**config.mk**
```make
export PLATFORM = sky130hd
export DESIGN_NAME = microseq_branch_ctrl
export DESIGN_NICKNAME = d
export VERILOG_FILES = /design/src/rtl/microseq_branch_ctrl.sv
export SDC_FILE = /design/constraint.sdc
export NUM_CORES = 1
export LEC_CHECK = 0
export ABC_AREA = 1
export ABC_CLOCK_PERIOD_IN_PS = 7700
export CAP_MARGIN = 25
export CORE_MARGIN = 5
export CORE_UTILIZATION = 55
export CTS_CLUSTER_SIZE = 40
export DETAILED_ROUTE_END_ITERATION = 6
export PLACE_DENSITY = 0.86
export SLEW_MARGIN = 15
export SYNTH_ARGS = -nofsm -noshare
export SYNTH_HDL_FRONTEND = slang
export SYNTH_SLANG_ARGS = --single-unit
```
**constraint.sdc**
```tcl
create_clock -name clk_i -period 7.7 [get_ports clk_i]
set_input_delay 1.54 -clock clk_i [delete_from_list [all_inputs] [get_ports clk_i]]
set_output_delay 1.54 -clock clk_i [all_outputs]
set_load 0.01 [all_outputs]
```
**src/rtl/microseq_branch_ctrl.sv**
```systemverilog
// Microcode next-address controller: seq_op + condition flags -> counter cmd/load_addr, with return stack.
// cmd/load_addr are combinational (zero latency); stall freezes all state. MICROSEQ_LOOP_EN adds LDCNT/DJNZ.
package microaddr;
  typedef enum logic [1:0] {
    NONE = 2'd0,
    INC  = 2'd1,
    LOAD = 2'd2
  } cmd;
endpackage

module microseq_branch_ctrl #(
  parameter int ADDR_W      = 11,
  parameter int STACK_DEPTH = 4,
  parameter int NCOND       = 8
) (
  input  logic                     clk_i,
  input  logic                     reset_i,
  input  logic                     stall_i,
  input  logic [ADDR_W-1:0]        addr_i,
  input  logic [3:0]               seq_op_i,
  input  logic [ADDR_W-1:0]        target_i,
  input  logic [$clog2(NCOND)-1:0] cond_sel_i,
  input  logic                     cond_pol_i,
  input  logic [NCOND-1:0]         cond_i,
  input  logic [ADDR_W-1:0]        dispatch_addr_i,
  output microaddr::cmd            cmd_o,
  output logic [ADDR_W-1:0]        load_addr_o,
  output logic                     stack_ovf_o,
  output logic                     stack_unf_o,
  output logic                     bad_op_o
);
  localparam int SP_W  = $clog2(STACK_DEPTH + 1);
  localparam int IDX_W = $clog2(STACK_DEPTH);

  localparam logic [3:0] OP_NEXT     = 4'd0;
  localparam logic [3:0] OP_JUMP     = 4'd1;
  localparam logic [3:0] OP_JCOND    = 4'd2;
  localparam logic [3:0] OP_CALL     = 4'd3;
  localparam logic [3:0] OP_RET      = 4'd4;
  localparam logic [3:0] OP_DISPATCH = 4'd5;
  localparam logic [3:0] OP_WAIT     = 4'd6;
  localparam logic [3:0] OP_HALT     = 4'd7;
`ifdef MICROSEQ_LOOP_EN
  localparam logic [3:0] OP_LDCNT    = 4'd8;
  localparam logic [3:0] OP_DJNZ     = 4'd9;
`endif

  logic [ADDR_W-1:0] stack_q [STACK_DEPTH];
  logic [SP_W-1:0]   sp_q, sp_d;
  logic              stack_ovf_q, stack_ovf_d;
  logic              stack_unf_q, stack_unf_d;
  logic              bad_op_q, bad_op_d;
  logic              push;
  logic [IDX_W-1:0]  push_idx, top_idx;
  logic              cond_hit;
  microaddr::cmd     cmd_d;
  logic [ADDR_W-1:0] load_addr_d;
`ifdef MICROSEQ_LOOP_EN
  logic [7:0]        loop_cnt_q, loop_cnt_d;
`endif

  assign cond_hit = (cond_i[cond_sel_i] == cond_pol_i);
  assign push_idx = IDX_W'(sp_q);
  assign top_idx  = IDX_W'(sp_q - SP_W'(1));

  always_comb begin
    cmd_d       = microaddr::NONE;
    load_addr_d = '0;
    sp_d        = sp_q;
    push        = 1'b0;
    stack_ovf_d = stack_ovf_q;
    stack_unf_d = stack_unf_q;
    bad_op_d    = bad_op_q;
`ifdef MICROSEQ_LOOP_EN
    loop_cnt_d  = loop_cnt_q;
`endif
    if (!stall_i) begin
      case (seq_op_i)
        OP_NEXT:  cmd_d = microaddr::INC;
        OP_JUMP: begin
          cmd_d       = microaddr::LOAD;
          load_addr_d = target_i;
        end
        OP_JCOND: begin
          if (cond_hit) begin
            cmd_d       = microaddr::LOAD;
            load_addr_d = target_i;
          end else begin
            cmd_d = microaddr::INC;
          end
        end
        // A full stack still takes the call; only the return address is lost.
        OP_CALL: begin
          cmd_d       = microaddr::LOAD;
          load_addr_d = target_i;
          if (sp_q == SP_W'(STACK_DEPTH)) begin
            stack_ovf_d = 1'b1;
          end else begin
            push = 1'b1;
            sp_d = sp_q + SP_W'(1);
          end
        end
        OP_RET: begin
          cmd_d = microaddr::LOAD;
          if (sp_q == '0) begin
            stack_unf_d = 1'b1;
          end else begin
            load_addr_d = stack_q[top_idx];
            sp_d        = sp_q - SP_W'(1);
          end
        end
        OP_DISPATCH: begin
          cmd_d       = microaddr::LOAD;
          load_addr_d = dispatch_addr_i;
        end
        OP_WAIT:  cmd_d = cond_hit ? microaddr::INC : microaddr::NONE;
        OP_HALT:  cmd_d = microaddr::NONE;
`ifdef MICROSEQ_LOOP_EN
        OP_LDCNT: begin
          cmd_d      = microaddr::INC;
          loop_cnt_d = target_i[7:0];
        end
        OP_DJNZ: begin
          if (loop_cnt_q != 8'd0) begin
            cmd_d       = microaddr::LOAD;
            load_addr_d = target_i;
            loop_cnt_d  = loop_cnt_q - 8'd1;
          end else begin
            cmd_d = microaddr::INC;
          end
        end
`endif
        default:  bad_op_d = 1'b1;
      endcase
    end
  end

  always_ff @(posedge clk_i or posedge reset_i) begin
    if (reset_i) begin
      sp_q        <= '0;
      stack_ovf_q <= 1'b0;
      stack_unf_q <= 1'b0;
      bad_op_q    <= 1'b0;
      for (int i = 0; i < STACK_DEPTH; i++) stack_q[i] <= '0;
`ifdef MICROSEQ_LOOP_EN
      loop_cnt_q  <= 8'd0;
`endif
    end else begin
      sp_q        <= sp_d;
      stack_ovf_q <= stack_ovf_d;
      stack_unf_q <= stack_unf_d;
      bad_op_q    <= bad_op_d;
      if (push) stack_q[push_idx] <= addr_i + ADDR_W'(1);
`ifdef MICROSEQ_LOOP_EN
      loop_cnt_q  <= loop_cnt_d;
`endif
    end
  end

  // Outputs are forced quiet while reset is held, independent of any clock edge.
  assign cmd_o       = reset_i ? microaddr::NONE : cmd_d;
  assign load_addr_o = reset_i ? '0 : load_addr_d;
  assign stack_ovf_o = stack_ovf_q;
  assign stack_unf_o = stack_unf_q;
  assign bad_op_o    = bad_op_q;

endmodule
```
==> impl_metrics.py, run 1 <==
metrics = {
    "status": {
        "outcome": "completed",
    },
    "timing": {
        "fin_crit_sh_pct": 71.2,
        "finalHoldViolations": 0,
        "slew_at_the_pin_closest_to_its_max_slew_limit_ps": 708,
        "timing.slew.headroom_pct": 52.8,
        "finalWorstPathRequiredPeriod_ps": 5480,
        "finalSetupViolations": 0,
        "fin_worst_hold_slack_ps": 479,
        "maxClockFrequency_mhz": 182,
        "fin_worst_skew_ps": 3.19,
        "finalWorstSetupSlack_ps": 2220,
        "rsz0062_at_grt": "no",
        "report.final.slew_viol_count": 0,
        "setup_tns_final_ps": 0,
    },
    "floorplan": {
        "die_x_um": 84.3,
        "floorplan_core_area_mm2": 0.00544,
        "initial_utilization_pct": 55.9,
        "fp.dieArea_mm2": 0.00711,
        "io_pins": 68,
        "cell_row_count": 27,
        "dieHeight_um": 84.3,
    },
    "cells_and_area": {
        "syn2layout_area_growth_pct": 28.0,
        "numnets_final": 557,
        "layout.cells.most_common_list": "138 x sky130_fd_sc_hd__nand2_1, 67 x sky130_fd_sc_hd__clkdlybuf4s50_1, 54 x sky130_fd_sc_hd__inv_1",
        "final_util_pct": 71.5,
        "fillers": 473,
        "fin_cells": 572,
        "antenna-diode-count": 0,
        "drive_above_1_share_pct": 3.40,
        "fin_area_mm2": 0.00389,
        "layout_commonest_cell": "sky130_fd_sc_hd__nand2_1",
    },
    "min_path": {
        "hold_path.class": "reg2reg",
        "hold_path_end": "stack_unf_o",
        "holdPathStages": 2,
        "hold_startpoint": "stack_unf_o",
    },
    "setup_path": {
        "library_cell_appearing_most_often_on_the_critical_path": "sky130_fd_sc_hd__a21oi_1",
        "crit_family": "buffers and inverters",
        "max_stage_delay_ps": 810,
        "crit_arrival_ps": 3940,
        "start_kind": "flop",
        "critical_path_required_ps": 6160,
        "rr_endpoint": "stack_q[16]",
        "timing.critical_path.cells": "inv_2, ha_1, clkinv_1, a21oi_1, o21ai_0, a21oi_1, a21oi_1, nand3_1, nand2_1, inv_1, clkdlybuf4s50_1",
        "timing.reg2reg.worst_path_depth": 9,
        "endpoint_kind": "output port",
        "worstSetupPathType": "reg2out",
        "slowest_stage": "sky130_fd_sc_hd__dfrtp_1",
        "critical_path_buf_inv_count": 4,
        "setup.reg_to_reg.worst_slack_ps": 4790,
        "timing.critical_path.from": "sp_q[0]",
        "crit_fanout": 27,
        "critical_path.reg2reg.startpoint": "sp_q[0]",
    },
    "grt": {
        "grt_start_max_net_pins": 51,
        "first_pass_grt_wire_length_um": 13100,
        "grt_util_all_layers_pct": 22.4,
        "antenna_found_initial": 0,
        "global_route.overflow_total": 0,
        "number_of_global_route_vias_before_repair": 2768,
    },
    "power": {
        "switchingPower_mw": 0.386,
        "power.switching_fraction_pct": 37.3,
        "power.density_cell_area_mw_per_mm2": 266,
        "power.ir.vdd_worst_uv": 211,
        "power_frac_clock_pct": 21.6,
        "power.combinational.fraction_pct": 37.8,
        "power_internal_mw": 0.649,
        "power_mw": 1.03,
        "p_seq_share_pct": 40.6,
        "power.leakage_nw": 1.92,
    },
    "placed_design": {
        "dp_slack_ps": 2380,
        "post_detail_place_hpwl_um": 5570,
        "buffer_ports.inserted": 67,
        "dp_cells": 564,
        "placement.cell_area_mm2": 0.00375,
        "place_congestion": 0.908,
    },
    "logic_synthesis": {
        "post_synth_instance_area_mm2": 0.00304,
        "postSynthRegisterBits": 50,
        "yosys-mux-area-fraction_pct": 0,
        "yosys_warnings": 0,
        "synth.distinct_cells": 27,
        "synth.avg_cell_area_um2": 6.95,
        "synth_simple_gate_area_share_pct": 28.0,
        "synthAdderAreaFrac_pct": 2.47,
        "syn-num-nets": 495,
        "post_synth_inst_count": 437,
        "synth_xor_xnor_area_share_pct": 3.17,
        "synth-compound-area-share_pct": 15.4,
        "proportion_of_synthesized_chip_area_in_sequential_cells_pct": 41.2,
        "combinational_family_with_the_most_area_after_synthesis": "simple AND/OR/NAND/NOR gates",
    },
    "clock_tree": {
        "numClockSinks": 50,
        "worst_setup_hold_path_clk_slew_ps": 90,
        "cts-buffers-inserted": 5,
        "clock_insertion_delay_worst_skew_ps": 300,
        "tritoncts": "done",
        "postCtsSetupRepairBufs": 0,
        "cts_buffer_depth": 2,
        "cts.root.buffer_cell": "sky130_fd_sc_hd__clkbuf_8",
        "h_tree_lvls": 2,
        "holdBufCountCts": 0,
        "postCtsResizedCells": 0,
    },
    "drt": {
        "detail_route.vias_per_cell": 5.24,
        "detail_route.wirelength_um": 7550,
        "drt_iter0_drc": 220,
        "route.antenna.remaining_nets": 0,
        "dr.pass1.iters": 5,
        "post-route-drc-count": 0,
        "routedWlPerCell_um": 13.2,
        "via_count": 2995,
    },
    "run": {
        "maxCapViolations": 0,
    },
}
## worst min-delay path, cell delays in order, from the launching register on
cell and delay, ps:
sky130_fd_sc_hd__dfrtp_1 350, sky130_fd_sc_hd__inv_1 40, sky130_fd_sc_hd__o31ai_1 60
## routing by layer
| layer | track usage [%] | wire, um | up-vias |
|---|---|---|---|
| met2 | 35.9 | 3420 | 124 |
| met4 | 7.02 | 131 | 0 |
| li1 | - | - | 1513 |
| met3 | 5.59 | 692 | 10 |
| met1 | 29.9 | 3310 | 1348 |
| met5 | 0 | 0 | - |
## how the worst max path moves through the flow
| stage | to | slack (ps) | depth (start not counted) |
|---|---|---|---|
| after CTS | load_addr_o[6] | 2230 | 11 |
| final | load_addr_o[6] | 2220 | 11 |
| after global routing | load_addr_o[5] | 1880 | 11 |
| after detailed placement | load_addr_o[6] | 2380 | 12 |
| after floorplan | load_addr_o[6] | 3540 | 11 |
| after global placement | load_addr_o[3] | 2420 | 12 |
## synthesized netlist by cell type
| library cell | instances | area share [%] |
|---|---|---|
| sky130_fd_sc_hd__buf_2 | 3 | 0.49 |
| sky130_fd_sc_hd__clkinv_2 | 1 | 0.16 |
| sky130_fd_sc_hd__o21a_1 | 1 | 0.25 |
| sky130_fd_sc_hd__nand2_1 | 138 | 17 |
| sky130_fd_sc_hd__o31ai_1 | 1 | 0.25 |
| sky130_fd_sc_hd__ha_1 | 6 | 2.5 |
| sky130_fd_sc_hd__nor2_1 | 29 | 3.6 |
| sky130_fd_sc_hd__o21ai_0 | 47 | 7.7 |
| sky130_fd_sc_hd__o21bai_1 | 2 | 0.49 |
| sky130_fd_sc_hd__clkinv_1 | 2 | 0.25 |
| sky130_fd_sc_hd__buf_6 | 1 | 0.37 |
| sky130_fd_sc_hd__o211ai_1 | 6 | 1.5 |
| sky130_fd_sc_hd__nor2_4 | 1 | 0.37 |
| sky130_fd_sc_hd__xor2_1 | 10 | 2.9 |
| sky130_fd_sc_hd__o311ai_0 | 1 | 0.29 |
| sky130_fd_sc_hd__nand2_2 | 1 | 0.21 |
| sky130_fd_sc_hd__inv_1 | 55 | 6.8 |
| sky130_fd_sc_hd__xnor2_1 | 1 | 0.29 |
| sky130_fd_sc_hd__nor3_4 | 1 | 0.54 |
| sky130_fd_sc_hd__buf_4 | 1 | 0.25 |
| sky130_fd_sc_hd__clkbuf_1 | 9 | 1.1 |
| sky130_fd_sc_hd__or2_2 | 1 | 0.21 |
| sky130_fd_sc_hd__nand3_1 | 35 | 5.8 |
| sky130_fd_sc_hd__nor3_1 | 2 | 0.33 |
| sky130_fd_sc_hd__dfrtp_1 | 50 | 41 |
| sky130_fd_sc_hd__inv_2 | 2 | 0.25 |
| sky130_fd_sc_hd__a21oi_1 | 30 | 4.9 |
## state kept, by name, summed over array words and instances, names as in the netlist
name         cells
stack_unf_o      1
stack_ovf_o      1
sp_q             3
bad_op_o         1
stack_q         44
## logic make-up after synthesis
logic type,Yosys count
DFF,50
adders and majority gates,6
AOI/OAI and AO/OA,88
buffers and inverters,74
xor gates and xnor gates,11
and+or+nand+nor,208
## layout make-up
| type | count | area (um2) | share of cell area, % |
|---|---|---|---|
| tap | 72 | 90.1 | 2.32 |
| clock inverter | 2 | 60.1 | 1.54 |
| multi-input combinational | 313 | 1490 | 38.4 |
| timing repair buffer | 69 | 686 | 17.6 |
| clock buffer | 6 | 82.6 | 2.12 |
| sequential | 50 | 1250 | 32.2 |
| inverter | 60 | 226 | 5.82 |
## power groups by stage
stage                     sequential [mW]  combinational (mW)  clock (mW)
after CTS                           0.420               0.390       0.227
final                               0.420               0.391       0.224
after detailed placement            0.424               0.386           0
after floorplan                     0.401               0.284           0
after global placement              0.419               0.378           0
after global routing                0.433               0.446       0.237
No activity file was read; power rests on OpenSTA's default activity.
==> run 2, diff against run 1 <==
ABC_CLOCK_PERIOD_IN_PS = 4900   (was 7700)
CORE_UTILIZATION = 46   (was 55)
PLACE_DENSITY = 0.77   (was 0.86)
clock period = 4.9 ns   (was 7.7 ns; I/O delays follow)
==> run 2 against run 1 <==
Effect of this change:
- setup slack worse by 1600 ps
- clock skew is 3.9 ps higher
- first-iteration DRC count is 1.4% lower
- register-to-register slack worse by 2000 ps
- die area is 17% higher
- global-route usage is 4.0 points lower
- sequential power is 51% higher
==> impl_metrics.py, run 2 (synthesis gave the netlist of run 1 again) <==
metrics = {
    "status": {
        "outcome": "completed",
    },
    "timing": {
        "finalWorstPathRequiredPeriod_ps": 4280,
        "finalWorstSetupSlack_ps": 620,
        "fin_worst_skew_ps": 7.08,
        "finalSetupViolations": 0,
        "timing.slew.headroom_pct": 58.2,
        "report.final.slew_viol_count": 0,
        "maxClockFrequency_mhz": 234,
        "setup_tns_final_ps": 0,
        "finalHoldViolations": 0,
        "slew_at_the_pin_closest_to_its_max_slew_limit_ps": 627,
        "rsz0062_at_grt": "no",
        "fin_crit_sh_pct": 87.3,
    },
    "clock_tree": {
        "postCtsSetupRepairBufs": 0,
        "worst_setup_hold_path_clk_slew_ps": 80,
        "cts.root.buffer_cell": "sky130_fd_sc_hd__clkbuf_8",
        "tritoncts": "done",
        "cts_buffer_depth": 2,
        "holdBufCountCts": 0,
        "clock_insertion_delay_worst_skew_ps": 300,
        "cts-buffers-inserted": 5,
        "numClockSinks": 50,
        "postCtsResizedCells": 0,
        "h_tree_lvls": 2,
    },
    "cells_and_area": {
        "multi_input_gate_area_mm2": 0.00149,
        "syn2layout_area_growth_pct": 28.0,
        "layout.cells.most_common_list": "138 x sky130_fd_sc_hd__nand2_1, 67 x sky130_fd_sc_hd__clkdlybuf4s50_1, 54 x sky130_fd_sc_hd__inv_1",
        "numnets_final": 561,
        "antenna-diode-count": 0,
        "final_util_pct": 60.9,
        "largest_registers": "stack_q x44, sp_q x3",
        "register_containing_the_most_flip_flops_in_the_final_layout": "stack_q",
        "regArea_mm2": 0.00125,
        "fillers": 593,
        "drive_above_1_share_pct": 3.77,
        "largest_register_ffs": 44,
        "layout_commonest_cell": "sky130_fd_sc_hd__nand2_1",
    },
    "setup_path": {
        "timing.critical_path.cells": "clkdlybuf4s50_1, inv_1, nor2_1, nand2_1, nor2_1, nand2_1, a21oi_1, a21oi_1, nand3_1, nand2_1, inv_1, clkdlybuf4s50_1",
        "critical_path_required_ps": 3920,
        "max_stage_delay_ps": 530,
        "start_kind": "input port",
        "timing.critical_path.from": "seq_op_i[2]",
        "library_cell_appearing_most_often_on_the_critical_path": "sky130_fd_sc_hd__nand2_1",
        "crit_family": "buffers and inverters",
        "crit_fanout": 12,
        "worstSetupPathType": "in2out",
        "critical_path.reg2reg.startpoint": "sp_q[1]",
        "crit_arrival_ps": 3300,
        "endpoint_kind": "output port",
        "slowest_stage": "sky130_fd_sc_hd__clkdlybuf4s50_1",
        "critical_path_buf_inv_count": 4,
    },
    "drt": {
        "route.antenna.remaining_nets": 0,
        "post-route-drc-count": 0,
        "via_count": 2962,
        "detail_route.wirelength_um": 7660,
        "dr.pass1.iters": 5,
        "detail_route.vias_per_cell": 5.10,
        "drt_iter0_drc": 217,
        "routedWlPerCell_um": 13.2,
    },
    "power": {
        "power.leakage_nw": 1.92,
        "power.ir.vdd_worst_uv": 213,
        "power.density_cell_area_mw_per_mm2": 407,
        "power_mw": 1.58,
    },
    "grt": {
        "grt_util_all_layers_pct": 18.4,
        "global_route.overflow_total": 0,
        "grt_start_max_net_pins": 51,
        "number_of_global_route_vias_before_repair": 2728,
        "antenna_found_initial": 0,
        "first_pass_grt_wire_length_um": 12900,
    },
    "floorplan": {
        "fp.dieArea_mm2": 0.00833,
        "floorplan_core_area_mm2": 0.00639,
        "dieHeight_um": 91.3,
        "io_pins": 68,
        "initial_utilization_pct": 47.6,
        "cell_row_count": 29,
        "die_x_um": 91.3,
    },
    "run": {
        "maxCapViolations": 0,
    },
    "placed_design": {
        "buffer_ports.inserted": 67,
        "place_congestion": 0.848,
        "dp_slack_ps": 629,
        "post_detail_place_hpwl_um": 5720,
    },
    "min_path": {
        "hold_startpoint": "stack_q[24]",
        "hold_path.class": "reg2reg",
    },
}
==> run 2: cell type report <==
| type | instances | area share (%) |
|---|---|---|
| multi-input cells | 313 | 38.4 |
| flip-flops and latches | 50 | 32.2 |
| repair buffers | 73 | 18.4 |
| inverters | 60 | 5.82 |
| well taps | 77 | 2.48 |
| clock buffers | 7 | 1.96 |
| clock inverters | 1 | 0.772 |
==> run 2: metrics by stage <==
stage          cells  hold slack, ps  instance area (um2)
6_report         581             484                 3890
5_1_grt          581             505                 3890
4_1_cts          581             483                 3890
3_5_place_dp     573             461                 3780
3_3_place_gp     573             456                 3780
2_1_floorplan    437             444                 3040
==> run 2: tightest hold or removal path, stage by stage (launching register included) <==
cell,delay (ps)
sky130_fd_sc_hd__dfrtp_1,350
sky130_fd_sc_hd__nand2_1,60
sky130_fd_sc_hd__nand2_1,50
==> run 2: metal layers <==
layer / global-route usage, % / share of wire (%)
met4: 3.91 / 0.85
met2: 29.3 / 46
met1: 26.3 / 46
met5: 0 / 0
met3: 3.31 / 7.6
==> run 2: power by group <==
group / switching [mW] / leakage, nW / internal (mW) / total, mW
Combinational: 0.396 / 1.27 / 0.265 / 0.661
Sequential: 0.0691 / 0.604 / 0.566 / 0.635
Clock: 0.132 / 0.0524 / 0.153 / 0.285
==> run 2: path summary, 6_finish.rpt <==
check,end,slack (ps),cells past startpoint
worst max-delay path,load_addr_o[6],620,12
min in group asynchronous,bad_op_o,1160,3
max in group asynchronous,stack_q[3],3300,3
worst min-delay path,stack_q[24],480,2
worst min register to register,stack_q[24],480,2
worst max register to register,stack_q[35],2800,9
==> run 3, diff against run 2 <==
TNS_END_PERCENT = 5   (was not set)
==> results of run 3 <==
Final layout, timing and power as in run 2 (identical DEF).
